==> src/rtl/id_ex_stage.sv <==
// id_ex_stage: ID/EX pipeline register for the 5-stage MIPS core.
// Captures decode control/operands each cycle for EX and detects load-use
// hazards against the load currently in EX.
//
// Ports:
//   clk, reset            clock, synchronous active-high reset
//   flush                 branch taken in EX; kill the ID instruction
//   id_*                  decode-stage control, specifiers and operands
//   stall                 combinational; hold PC and IF/ID this cycle
//   ex_valid              EX holds a real instruction
//   ex_*                  registered copies of the id_* inputs (zero on bubble)
//   bubble_count          saturating count of inserted bubbles
module id_ex_stage #(
  parameter int DATA_W = 32,
  parameter int CNT_W  = 16
) (
  input  logic              clk,
  input  logic              reset,
  input  logic              flush,
  input  logic [1:0]        id_alu_op,
  input  logic [5:0]        id_funct,
  input  logic [4:0]        id_shamt,
  input  logic [4:0]        id_rs,
  input  logic [4:0]        id_rt,
  input  logic [4:0]        id_rd,
  input  logic              id_uses_rs,
  input  logic              id_uses_rt,
  input  logic              id_reg_write,
  input  logic              id_mem_to_reg,
  input  logic              id_mem_read,
  input  logic              id_mem_write,
  input  logic              id_alu_src,
  input  logic              id_reg_dst,
  input  logic              id_branch,
  input  logic [DATA_W-1:0] id_rdata1,
  input  logic [DATA_W-1:0] id_rdata2,
  input  logic [DATA_W-1:0] id_imm,
  input  logic [DATA_W-1:0] id_pc4,
  output logic              stall,
  output logic              ex_valid,
  output logic [1:0]        ex_alu_op,
  output logic [5:0]        ex_funct,
  output logic [4:0]        ex_shamt,
  output logic [4:0]        ex_rs,
  output logic [4:0]        ex_rt,
  output logic [4:0]        ex_rd,
  output logic              ex_reg_write,
  output logic              ex_mem_to_reg,
  output logic              ex_mem_read,
  output logic              ex_mem_write,
  output logic              ex_alu_src,
  output logic              ex_reg_dst,
  output logic              ex_branch,
  output logic [DATA_W-1:0] ex_rdata1,
  output logic [DATA_W-1:0] ex_rdata2,
  output logic [DATA_W-1:0] ex_imm,
  output logic [DATA_W-1:0] ex_pc4,
  output logic [CNT_W-1:0]  bubble_count
);

  typedef struct packed {
    logic              valid;
    logic [1:0]        alu_op;
    logic [5:0]        funct;
    logic [4:0]        shamt;
    logic [4:0]        rs;
    logic [4:0]        rt;
    logic [4:0]        rd;
    logic              reg_write;
    logic              mem_to_reg;
    logic              mem_read;
    logic              mem_write;
    logic              alu_src;
    logic              reg_dst;
    logic              branch;
    logic [DATA_W-1:0] rdata1;
    logic [DATA_W-1:0] rdata2;
    logic [DATA_W-1:0] imm;
    logic [DATA_W-1:0] pc4;
  } ex_t;

  ex_t              ex_d, ex_q;
  logic [CNT_W-1:0] cnt_d, cnt_q;
  logic             hazard;

  always_comb begin
    // $0 is hard-wired zero, so a load targeting it creates no dependency.
    hazard = ex_q.mem_read & ex_q.valid & (ex_q.rt != 5'd0) &
             ((id_uses_rs & (id_rs == ex_q.rt)) |
              (id_uses_rt & (id_rt == ex_q.rt)));
    // A flushed ID instruction is discarded, so fetch must keep moving.
    stall = hazard & ~flush & ~reset;

    ex_d  = '0;
    cnt_d = cnt_q;
    if (flush || hazard) begin
      // All-zero bubble: ALUOp add, no writes, no memory access.
      if (cnt_q != {CNT_W{1'b1}}) cnt_d = cnt_q + 1'b1;
    end else begin
      ex_d.valid      = 1'b1;
      ex_d.alu_op     = id_alu_op;
      ex_d.funct      = id_funct;
      ex_d.shamt      = id_shamt;
      ex_d.rs         = id_rs;
      ex_d.rt         = id_rt;
      ex_d.rd         = id_rd;
      ex_d.reg_write  = id_reg_write;
      ex_d.mem_to_reg = id_mem_to_reg;
      ex_d.mem_read   = id_mem_read;
      ex_d.mem_write  = id_mem_write;
      ex_d.alu_src    = id_alu_src;
      ex_d.reg_dst    = id_reg_dst;
      ex_d.branch     = id_branch;
      ex_d.rdata1     = id_rdata1;
      ex_d.rdata2     = id_rdata2;
      ex_d.imm        = id_imm;
      ex_d.pc4        = id_pc4;
    end
  end

  always_ff @(posedge clk) begin
    if (reset) begin
      ex_q  <= '0;
      cnt_q <= '0;
    end else begin
      ex_q  <= ex_d;
      cnt_q <= cnt_d;
    end
  end

  assign ex_valid      = ex_q.valid;
  assign ex_alu_op     = ex_q.alu_op;
  assign ex_funct      = ex_q.funct;
  assign ex_shamt      = ex_q.shamt;
  assign ex_rs         = ex_q.rs;
  assign ex_rt         = ex_q.rt;
  assign ex_rd         = ex_q.rd;
  assign ex_reg_write  = ex_q.reg_write;
  assign ex_mem_to_reg = ex_q.mem_to_reg;
  assign ex_mem_read   = ex_q.mem_read;
  assign ex_mem_write  = ex_q.mem_write;
  assign ex_alu_src    = ex_q.alu_src;
  assign ex_reg_dst    = ex_q.reg_dst;
  assign ex_branch     = ex_q.branch;
  assign ex_rdata1     = ex_q.rdata1;
  assign ex_rdata2     = ex_q.rdata2;
  assign ex_imm        = ex_q.imm;
  assign ex_pc4        = ex_q.pc4;
  assign bubble_count  = cnt_q;

endmodule

==> config.mk <==
export PLATFORM = sky130hd
export DESIGN_NAME = id_ex_stage
export DESIGN_NICKNAME = d
export VERILOG_FILES = /design/src/rtl/id_ex_stage.sv
export SDC_FILE = /design/constraint.sdc
export NUM_CORES = 1
export LEC_CHECK = 0
export ABC_AREA = 1
export BUFFER_PORTS_ARGS = -buffer_cell sky130_fd_sc_hd__clkbuf_2
export CORE_UTILIZATION = 30
export DETAILED_ROUTE_END_ITERATION = 6
export REMOVE_ABC_BUFFERS = 1
export SYNTH_ARGS = -nofsm -noshare
export SYNTH_HDL_FRONTEND = slang
export SYNTH_SLANG_ARGS = --single-unit
==> constraint.sdc <==
create_clock -name clk -period 1.37 [get_ports clk]
set_input_delay 0.0685 -clock clk [delete_from_list [all_inputs] [get_ports clk]]
set_output_delay 0.0685 -clock clk [all_outputs]
set_load 0.005 [all_outputs]
Word level (Yosys, flattened, before mapping)
Cells that the tools add are included.
Word-level totals
  flip-flop bits (word level): 180
  output and inout bits: 181
  logic and storage cells: 38
Operators by class
  add/subtract/negate cells: 1
  equal/unequal tests: 3
  muxes and demuxes: 1
  bitwise operators: 10
  reduce and logical (&&, ||, !) cells: 4
Operators with widths (count)
  164-bit two-way mux: 1
  16-bit by 1-bit adder with 16-bit output (second input constant): 1
  16-bit inequality test (second input constant): 1
  5-bit == test: 2
  1-bit AND: 7
  5-bit nonzero test: 1
  1-bit inverter: 2
  2-bit AND reduction: 1
  2-bit OR reduction: 1
  1-bit logical OR: 1
  1-bit bitwise OR: 1

Logic depth before layout (Yosys ltp)
Gate-level depths: netlist of run 1.
  depth in word-level cells: 6
  mapped depth: 12
  depth with buffers taken out: 12

Worst setup path before layout of run 1
Ideal clock, no wire load.
  kind: flip-flop to flip-flop
  start: register cnt_q[0], in the netlist bubble_count[0]
  end: register cnt_q[4], in the netlist bubble_count[4]
  setup time: 0.115 ns
  arrival time: 1.386 ns
  data required time: 1.255 ns
  slack: -0.131 ns
  stages on the path, launching flop included: 12
  buffers on the path: 1
  cell sequence: dfxtp_1 ha_1 nand2_1 inv_1 nand2_2 nor2_4 nand3b_4 buf_6 nand3_2 inv_2 a21oi_1 nor2_1
On the way
  word-level cells in the longest chain between the ends: 2
  elaborated cells between the ends (all ways): 3
  classes of those cells: add/sub (1); eq/ne (1); reduce/logical (1)
Ends and longest elaborated chain
  start: declaration: RTL line 83  | logic [CNT_W-1:0] cnt_d, cnt_q;
  start signal: assignment: RTL line 127  | cnt_q <= cnt_d;
  parallel branches: the longest is 2 deep, another holds 16-bit by 1-bit adder with 16-bit output
Several ways; the timed one is not identified.
A chain may end at the register's enable or synchronous reset.

Worst setup path in the final report of run 1
  start: register ex_q (netlist bit ex_rt[2])
  end: register ex_q (netlist bit ex_pc4[7])
On the way
  word-level cells in the longest chain between the ends: 6
  elaborated cells between the ends (all ways): 10
  classes of those cells: eq/ne (2); bitwise (5); reduce/logical (3)
Ends and longest elaborated chain
  start: declaration: RTL line 82  | ex_t ex_d, ex_q;
  start signal: assignment: RTL line 123  | ex_q <= '0;
  start signal: assignment: RTL line 126  | ex_q <= ex_d;
  5-bit == test (on tied branches): RTL line 89, 90
  1-bit AND (on tied branches): RTL line 89, 90
  1-bit bitwise OR: RTL line 89  | ((id_uses_rs & (id_rs == ex_q.rt)) |
  1-bit AND (*): RTL line 88  | hazard = ex_q.mem_read & ex_q.valid & (ex_q.rt != 5'd0) &
  1-bit logical OR (*): RTL line 96  | if (flush || hazard) begin
  2-bit OR reduction (no source line) (*)
Every way passes the cells marked *; elsewhere a longest branch is shown, timed or not.

==> results of run 1 <==
==> cell families (layout without fill, tap and decap cells) <==
family                     Yosys count  count (layout)
and+or+nand+nor                    299             299
buffers and inverters              213             794
DFF                                180             180
AOI/OAI and AO/OA                   15              15
adders and majority gates            1               1
other                                0               3
==> report_power, final <==
part / switching, mW / internal (mW)
logic: 0.585 / 0.837
registers: 0.0650 / 5.43
clock network: 2.29 / 2.41
==> worst min-delay path, cell delays in order <==
cell	delay, ns
sky130_fd_sc_hd__clkbuf_2	0.10
sky130_fd_sc_hd__clkinv_1	0.08
sky130_fd_sc_hd__nand3_4	0.10
sky130_fd_sc_hd__buf_12	0.16
sky130_fd_sc_hd__nor2_1	0.08
==> worst paths after layout <==
check	end	slack, ns
max reg2reg	ex_pc4[7]$_SDFF_PP0_	-0.25
max	ex_pc4[7]$_SDFF_PP0_	-0.25
min	ex_rdata2[30]$_SDFF_PP0_	0.23
min reg2reg	bubble_count[1]$_SDFFE_PP0P_	0.49
==> layout make-up <==
cell class	instances	area share, %
multi-input cells	315	14.09
clock inverters	14	1.321
diodes	3	0.06950
well taps	260	3.012
clock buffers	17	3.938
inverters	190	6.603
flip-flops and latches	180	33.49
repair buffers	573	37.48
==> repair_timing <==
item	in CTS	in global routing
endpoints found under the setup margin	181	181
cloned	1	2
pin swaps	2	3
buffers inserted	4	1
resized for setup	25	64
endpoints found under the hold margin	163	0
hold buffers	163	0
==> per-stage QoR <==
| stage | util (%) | instance area [µm²] | setup WS, ns |
|---|---|---|---|
| final | 56.98 | 10800 | -0.2468 |
| after detailed placement | 43.47 | 8240 | -0.2366 |
| after floorplan | - | 5635 | -1.425 |
| after CTS | 55.76 | 10570 | -0.2606 |
| after global placement | 43.47 | 8240 | -0.2333 |
| after global routing | 56.94 | 10790 | -0.3296 |
==> cell usage after synthesis <==
| library cell | number | area share (%) |
|---|---|---|
| sky130_fd_sc_hd__nand3_1 | 20 | 1.7 |
| sky130_fd_sc_hd__nor2_2 | 1 | 0.11 |
| sky130_fd_sc_hd__clkinv_1 | 2 | 0.13 |
| sky130_fd_sc_hd__nand3b_4 | 1 | 0.34 |
| sky130_fd_sc_hd__nand2_1 | 62 | 4.0 |
| sky130_fd_sc_hd__inv_2 | 7 | 0.45 |
| sky130_fd_sc_hd__buf_6 | 19 | 3.6 |
| sky130_fd_sc_hd__a21oi_1 | 15 | 1.3 |
| sky130_fd_sc_hd__nand2b_1 | 1 | 0.11 |
| sky130_fd_sc_hd__nor2_4 | 2 | 0.38 |
| sky130_fd_sc_hd__nand3b_1 | 1 | 0.13 |
| sky130_fd_sc_hd__nor2_1 | 197 | 13 |
| sky130_fd_sc_hd__nand3_2 | 3 | 0.51 |
| sky130_fd_sc_hd__dfxtp_1 | 180 | 61 |
| sky130_fd_sc_hd__nand2_2 | 7 | 0.75 |
| sky130_fd_sc_hd__nand4_1 | 1 | 0.11 |
| sky130_fd_sc_hd__nor4_1 | 1 | 0.11 |
| sky130_fd_sc_hd__ha_1 | 1 | 0.21 |
| sky130_fd_sc_hd__buf_4 | 3 | 0.38 |
| sky130_fd_sc_hd__buf_2 | 1 | 0.085 |
| sky130_fd_sc_hd__inv_1 | 181 | 12 |
| sky130_fd_sc_hd__nor3_1 | 2 | 0.17 |
==> per-layer routing <==
layer / vias up / share of wire, % / global-route usage [%]
met2: 210 / 53 / 34.51
met1: 2770 / 38 / 19.49
li1: 3131 / - / -
met4: 0 / 1.8 / 7.583
met5: - / 0 / 0
met3: 28 / 6.7 / 5.855
==> summary.md, run 1 <==
The run finished, with violations left. The final reports fail on negative setup slack. In this run the deepest clock path goes through 2 buffers. The logs give 50 for the number of cell rows and 22 for the post-synthesis cell type count.

Between clock sinks in the finished design, the worst skew comes to 0.01380 ns. The clock-pin slew of the registers on the worst-case setup and hold paths was 0.07 ns; the full die area was 0.02015 mm². Part of the cycle the worst path needs: 118.0%. Cell with the biggest individual delay on the critical path: sky130_fd_sc_hd__dfxtp_4. For the leakage power total, the log shows 6.018 nW. Broken down by cell family, the worst path's largest delay share belongs to buffers and inverters. For the pin with the worst max-slew slack, the measured transition is 0.3339 ns.

The post-layout minimum cycle time works out to 1.617 ns. Summing all flip-flop and latch instances after layout gives 0.003617 mm². The tools report the area inside the core boundary as 0.01896 mm². By area, the combinational part of the netlist is dominated by simple AND/OR/NAND/NOR gates. The power density over the cells was 1076 mW/mm². For the number of global-route vias before repair, the log shows 6,313. Summing the areas of all xor and xnor instances in the mapped netlist gives 0% of the synthesized area. In the routed design, unresolved DRC markers number 0. For this run, the register share of the synthesized area comes to 61.32%. In this run the critical register-to-register path is launched from ex_rt[2]$_SDFF_PP0_. The number of maximum-capacitance violations is 0, and the average size of a mapped cell is 8.301 µm². In this run the worst setup path begins at ex_rt[2]$_SDFF_PP0_. Summing the areas of all compound-gate instances in the mapped netlist gives 1.277% of the synthesized area.

The total power draw was 11.62 mW; the required time at the worst-slack endpoint was 1.72 ns. In this run the horizontal extent of the chip is 142.0 µm. Entering global routing, the biggest net connects 25 pins. The cell that appears most often on the critical path is sky130_fd_sc_hd__buf_4. The initial antenna violation count was 0; the number of cell instances on the worst register-to-register path was 11. The highest clock frequency the design can meet was 618.5 MHz. Counting every sink on the clock net gives 180. In the final layout, the share of cells above drive strength 1 is 41.66%. Routability-driven placement finished with a final weighted congestion of 0.8018. The library cell used most frequently in the layout, excluding fill and tap cells, is sky130_fd_sc_hd__clkbuf_2. CTS built an H-tree with a depth of 4. The worst hold path belongs to the class in -> reg. The total routed wirelength is 19.08 mm, and the average wire per cell in the routed design is 12.30 µm. Once the floorplan was initialized, standard cells occupied 31.00% of the core. The highest ir drop seen on vdd came out at 0.7805 mV. The Yosys step of the flow raised 0 warnings. The run gives 1,347 as the total placed cells including tap cells. Leaving out fill and tap cells, the most frequent cells in the layout are 347 x sky130_fd_sc_hd__clkbuf_2, 178 x sky130_fd_sc_hd__inv_1, 173 x sky130_fd_sc_hd__dfxtp_1, 163 x sky130_fd_sc_hd__dlygate4sd3_1, 147 x sky130_fd_sc_hd__nor2_1. The logs give 17 for the CTS buffer count and 18.66% for the global-route usage over all layers.

The first global-routing pass estimated 29.48 mm of wire. The worst hold path begins at reset. The die is 142.0 µm tall. Setup violations remaining at the end of the flow were counted as 181. After filler insertion, the fill cell instance count of the layout stands at 1,654. The count of nets left with antenna violations once routing finished came out at 0. After synthesis the cells add up to 0.005877 mm². Sum of net half-perimeters after detailed placement: 12.23 mm. The tools report the cell at the root of the clock tree as sky130_fd_sc_hd__clkbuf_16. Data arrives at the worst endpoint at 1.96 ns.

The largest stage delay on the critical path came out at 0.36 ns. The global route total overflow came out at 0. After the first detailed-routing iteration, the DRC count stood at 199. The tools report the number of max-slew violations in the final report as 0. Portion of netlist area occupied by mux cells: 0%.

After Yosys synthesis, and, or, nand and nor cells account for 20.95% of the synthesized area. Compared with the post-synthesis result, the final layout area differs by 83.80%. Setup repair after global routing could not meet its margin everywhere.

Dividing the detail-routed via count by the number of cells gives 3.956. The net count of the finished layout is 1,446. Synthesis produced a netlist whose cell count is 708.

For the number of hold violations in the final report, the log shows 0. The accumulated negative setup slack came out at -36.95 ns. The critical path contains buffers and inverters numbering 6 combined. The worst hold path stage count is 5, and the adder-cell area share of the yosys netlist is 0.2129%. The signal on the critical path passes through inv_2, buf_4, nand4_1, nand3_1, inv_1, nand2_2, buf_4, nand3_4, buf_12, buf_4, nor2_2.

Total iterations of the first detailed-routing run: 4. Measured against its own limit, the worst slew margin works out to 77.57%. Number of storage elements in the synthesis netlist: 180. Critical path depth: 11. The maximum net fanout on the critical path came out at 14.

The logs give 0.42 ns for the clock latency reported for the late side of the worst-skew pair and -0.2468 ns for the final critical-path setup slack. Across all layers, the routed design uses 6,139 vias. Across all hold checks on the routed design, the worst slack comes to 0.2293 ns. Summing all multi-input logic gate instances after layout gives 0.001521 mm². The kind of critical path was reg -> reg. TritonCTS built the clock tree. The number of input and output port buffers inserted came out at 348. The critical path startpoint category is a flip-flop. 349 I/O pins were placed. For this run, the number of standard cells in the final layout without fillers is 1,552. The tools report the category of the worst setup path capture point as a flip-flop.
Note: power is estimated with default switching activity, not from simulation.
==> inputs of run 2 (changes only) <==
Settings changed: BUFFER_PORTS_ARGS -buffer_cell sky130_fd_sc_hd__clkbuf_2 to not set, DONT_BUFFER_PORTS set to 1.
Clock period 1.37 ns to 1.75 ns, I/O delays scaled along.
==> summary.md, run 2 (synthesis results as in run 1) <==
The cell area after layout is 0.008421 mm². The kind of critical path is reg -> reg. Clock-pin slew was measured on the worst setup and hold paths at 0.07 ns.

The per-cell via count in the routed design works out to 4.034. Detailed placement finished with a half-perimeter wire length of 10.32 mm. Of the cells placed in the final design, the portion with a size suffix greater than 1 is 9.000%. The pin count of the biggest net entering global routing was 61; the global-route usage over all layers was 15.40%. The region available for standard cell placement spans 0.01896 mm². The clock passes through at most 2 buffers. From synthesis to final layout, the design area changed by 43.28%.

On the final layout, the worst hold slack is 0.1302 ns. The accumulated negative setup slack is 0 ns, and the deepest level of the CTS H-tree is 4. The first detailed-routing pass ran for 4 iterations.

The initial utilization of the core area, before any placement, comes to 31.00%. The number of max-slew violations in the final report is 0, and the final net count is 1,056. Number of sinks handled by clock tree synthesis: 180.

The analysis attributes to cell leakage a power of 4.247 nW. For the data arrival time of the critical path, the log shows 1.90 ns. Once detail routing completed, the nets flagged for antenna violations numbered 0. The maximum net fanout on the critical path came out at 4. The worst setup path is launched from a flip-flop. The average wire per cell in the routed design is 13.73 µm. Counting tap cells, the placed design contains a total of 965 instances. Pin placement for this block handled 349 I/O pins.

The number of buffer and inverter stages on the critical path works out to 1. The critical path goes through buf_4, nand3_1, nor2_1, nand3_1, nor2_1, nand2_2, nor2_1, nand3_1, nand2_1, nor2_1. The first global-routing pass estimated 23.87 mm of wire. The number of hold violations in the final report was 0; the highest ir drop seen on vdd was 0.5154 mV. The iteration-0 DRC count of the detailed router came out at 94. Setup repair after global routing left no endpoint under its margin. Initial antenna violation count: 0. After detailed routing, the number of remaining DRC violations is 0.

The number of global-route vias before repair was 4,693; the part of the cycle the worst path needs was 90.81%. The clock latency reported for the late side of the worst-skew pair was 0.42 ns. In the layout the commonest cells are 197 x sky130_fd_sc_hd__nor2_1, 181 x sky130_fd_sc_hd__inv_1, 175 x sky130_fd_sc_hd__dfxtp_1, 163 x sky130_fd_sc_hd__dlygate4sd3_1, 60 x sky130_fd_sc_hd__nand2_1. Buffers placed on the I/O ports in this run total 0. The largest single stage delay on the critical path is 0.35 ns. After layout, the minimum clock period comes to 1.589 ns.

Buffers inserted during clock tree synthesis total 17. The number of antenna repair diodes was 0; the chip height was 142.0 µm. Filler-free cell count of the finished design: 1,160. The most common cell after layout, fill and taps aside is sky130_fd_sc_hd__nor2_1. The tightest min-delay check is of the in -> reg type. The power density over the cells was 1032 mW/mm². For the total via count after detailed routing, the log shows 4,680. The run finished with clean final reports. The actual slew at the worst max-slew pin came out at 0.3434 ns.

The tools report the global route total overflow as 0. The slowest stage of the critical path belongs to the cell sky130_fd_sc_hd__dfxtp_1. The root buffer cell chosen for the clock tree is sky130_fd_sc_hd__clkbuf_16. The highest clock frequency the design can meet came out at 629.3 MHz. Summing internal, switching and leakage power gives 8.691 mW. TritonCTS built the clock tree. The chip width was 142.0 µm. The logs give 77.03% for the worst relative slew slack and 0.02015 mm² for the full die area.

Setup violations remaining at the end of the flow were counted as 0. In this run the cell area measured after placement is 0.006168 mm². For the worst setup path, the data required time is 2.06 ns.

Max-cap violations in this run came to 0. The dominant cell type by count on the critical path is sky130_fd_sc_hd__nor2_1. The final layout contains routed wiring with a total length of 15.93 mm. The number of cell rows is 50.

The congestion estimate from routability-driven global placement came to 0.7648. The worst setup path is captured at a flip-flop. Among cell families on the critical path, the largest total delay comes from simple AND/OR/NAND/NOR gates. The worst-case clock skew was 0.01292 ns.
run 2: cell types whose count changed in the layout (fill, tap and decap cells not counted), moves of 3 or more:
cell                       delta
sky130_fd_sc_hd__a21oi_1      +8
sky130_fd_sc_hd__a21oi_2      -8
sky130_fd_sc_hd__buf_12       -6
sky130_fd_sc_hd__buf_4       -28
sky130_fd_sc_hd__buf_8        -3
sky130_fd_sc_hd__clkbuf_2   -347
sky130_fd_sc_hd__diode_2      -3
sky130_fd_sc_hd__inv_1        +3
sky130_fd_sc_hd__inv_2        -3
sky130_fd_sc_hd__nor2_1      +50
sky130_fd_sc_hd__nor2_2      -50
run 2: tightest hold or removal path: stages:
cell                       delay [ns]
sky130_fd_sc_hd__clkinv_1        0.09
sky130_fd_sc_hd__buf_4           0.22
sky130_fd_sc_hd__nand2_1         0.08
sky130_fd_sc_hd__nor2_1          0.03
run 2: worst paths after layout:
path,start,endpoint,slack (ns),cells after the start
hold / removal,reset,bubble_count[6]$_SDFFE_PP0P_,0.13,4
setup / recovery,bubble_count[0]$_SDFFE_PP0P_,bubble_count[13]$_SDFFE_PP0P_,0.16,10
setup reg to reg,bubble_count[0]$_SDFFE_PP0P_,bubble_count[13]$_SDFFE_PP0P_,0.16,10
hold reg to reg,bubble_count[1]$_SDFFE_PP0P_,bubble_count[1]$_SDFFE_PP0P_,0.52,2
run 2: power by group:
| group | switching (mW) | internal [mW] |
|---|---|---|
| clock | 1.79 | 1.92 |
| combinational | 0.268 | 0.354 |
| sequential | 0.0995 | 4.25 |
| total | 2.16 | 6.53 |
run 2: what timing repair did:
item / 4_1_cts / 5_1_grt
endpoints found under the hold margin: 163 / 0
buffers inserted: 0 / 0
hold buffers: 163 / 0
setup endpoints to repair: 1 / 76
pin swaps: 0 / 0
gates resized for setup: 1 / 9
run 2: cell type report:
type | count | area, µm²
clock inverters | 14 | 162.7
repair buffers | 183 | 1832
multi-input cells | 315 | 1349
flip-flops and latches | 180 | 3610
clock buffers | 18 | 429.2
fillers | 1840 | 10540
inverters | 190 | 713.2
well taps | 260 | 325.3
run 2: per-layer routing:
layer  share of wire [%]  GRT usage, %  up-vias
met5                   0             0        -
met4                 2.1         5.603        0
met3                 9.4         6.931       23
met2                  51         27.43      199
met1                  38         15.87     2111
li1                    -             -     2347
run 2: metrics by stage:
| step | utilization (%) | setup WS (ns) |
|---|---|---|
| floorplan | - | -1.045 |
| global placement | 32.54 | 0.1850 |
| detailed placement | 32.54 | 0.1496 |
| CTS | 44.30 | 0.01138 |
| global route | 44.42 | 0.002240 |
| finish | 44.42 | 0.1608 |
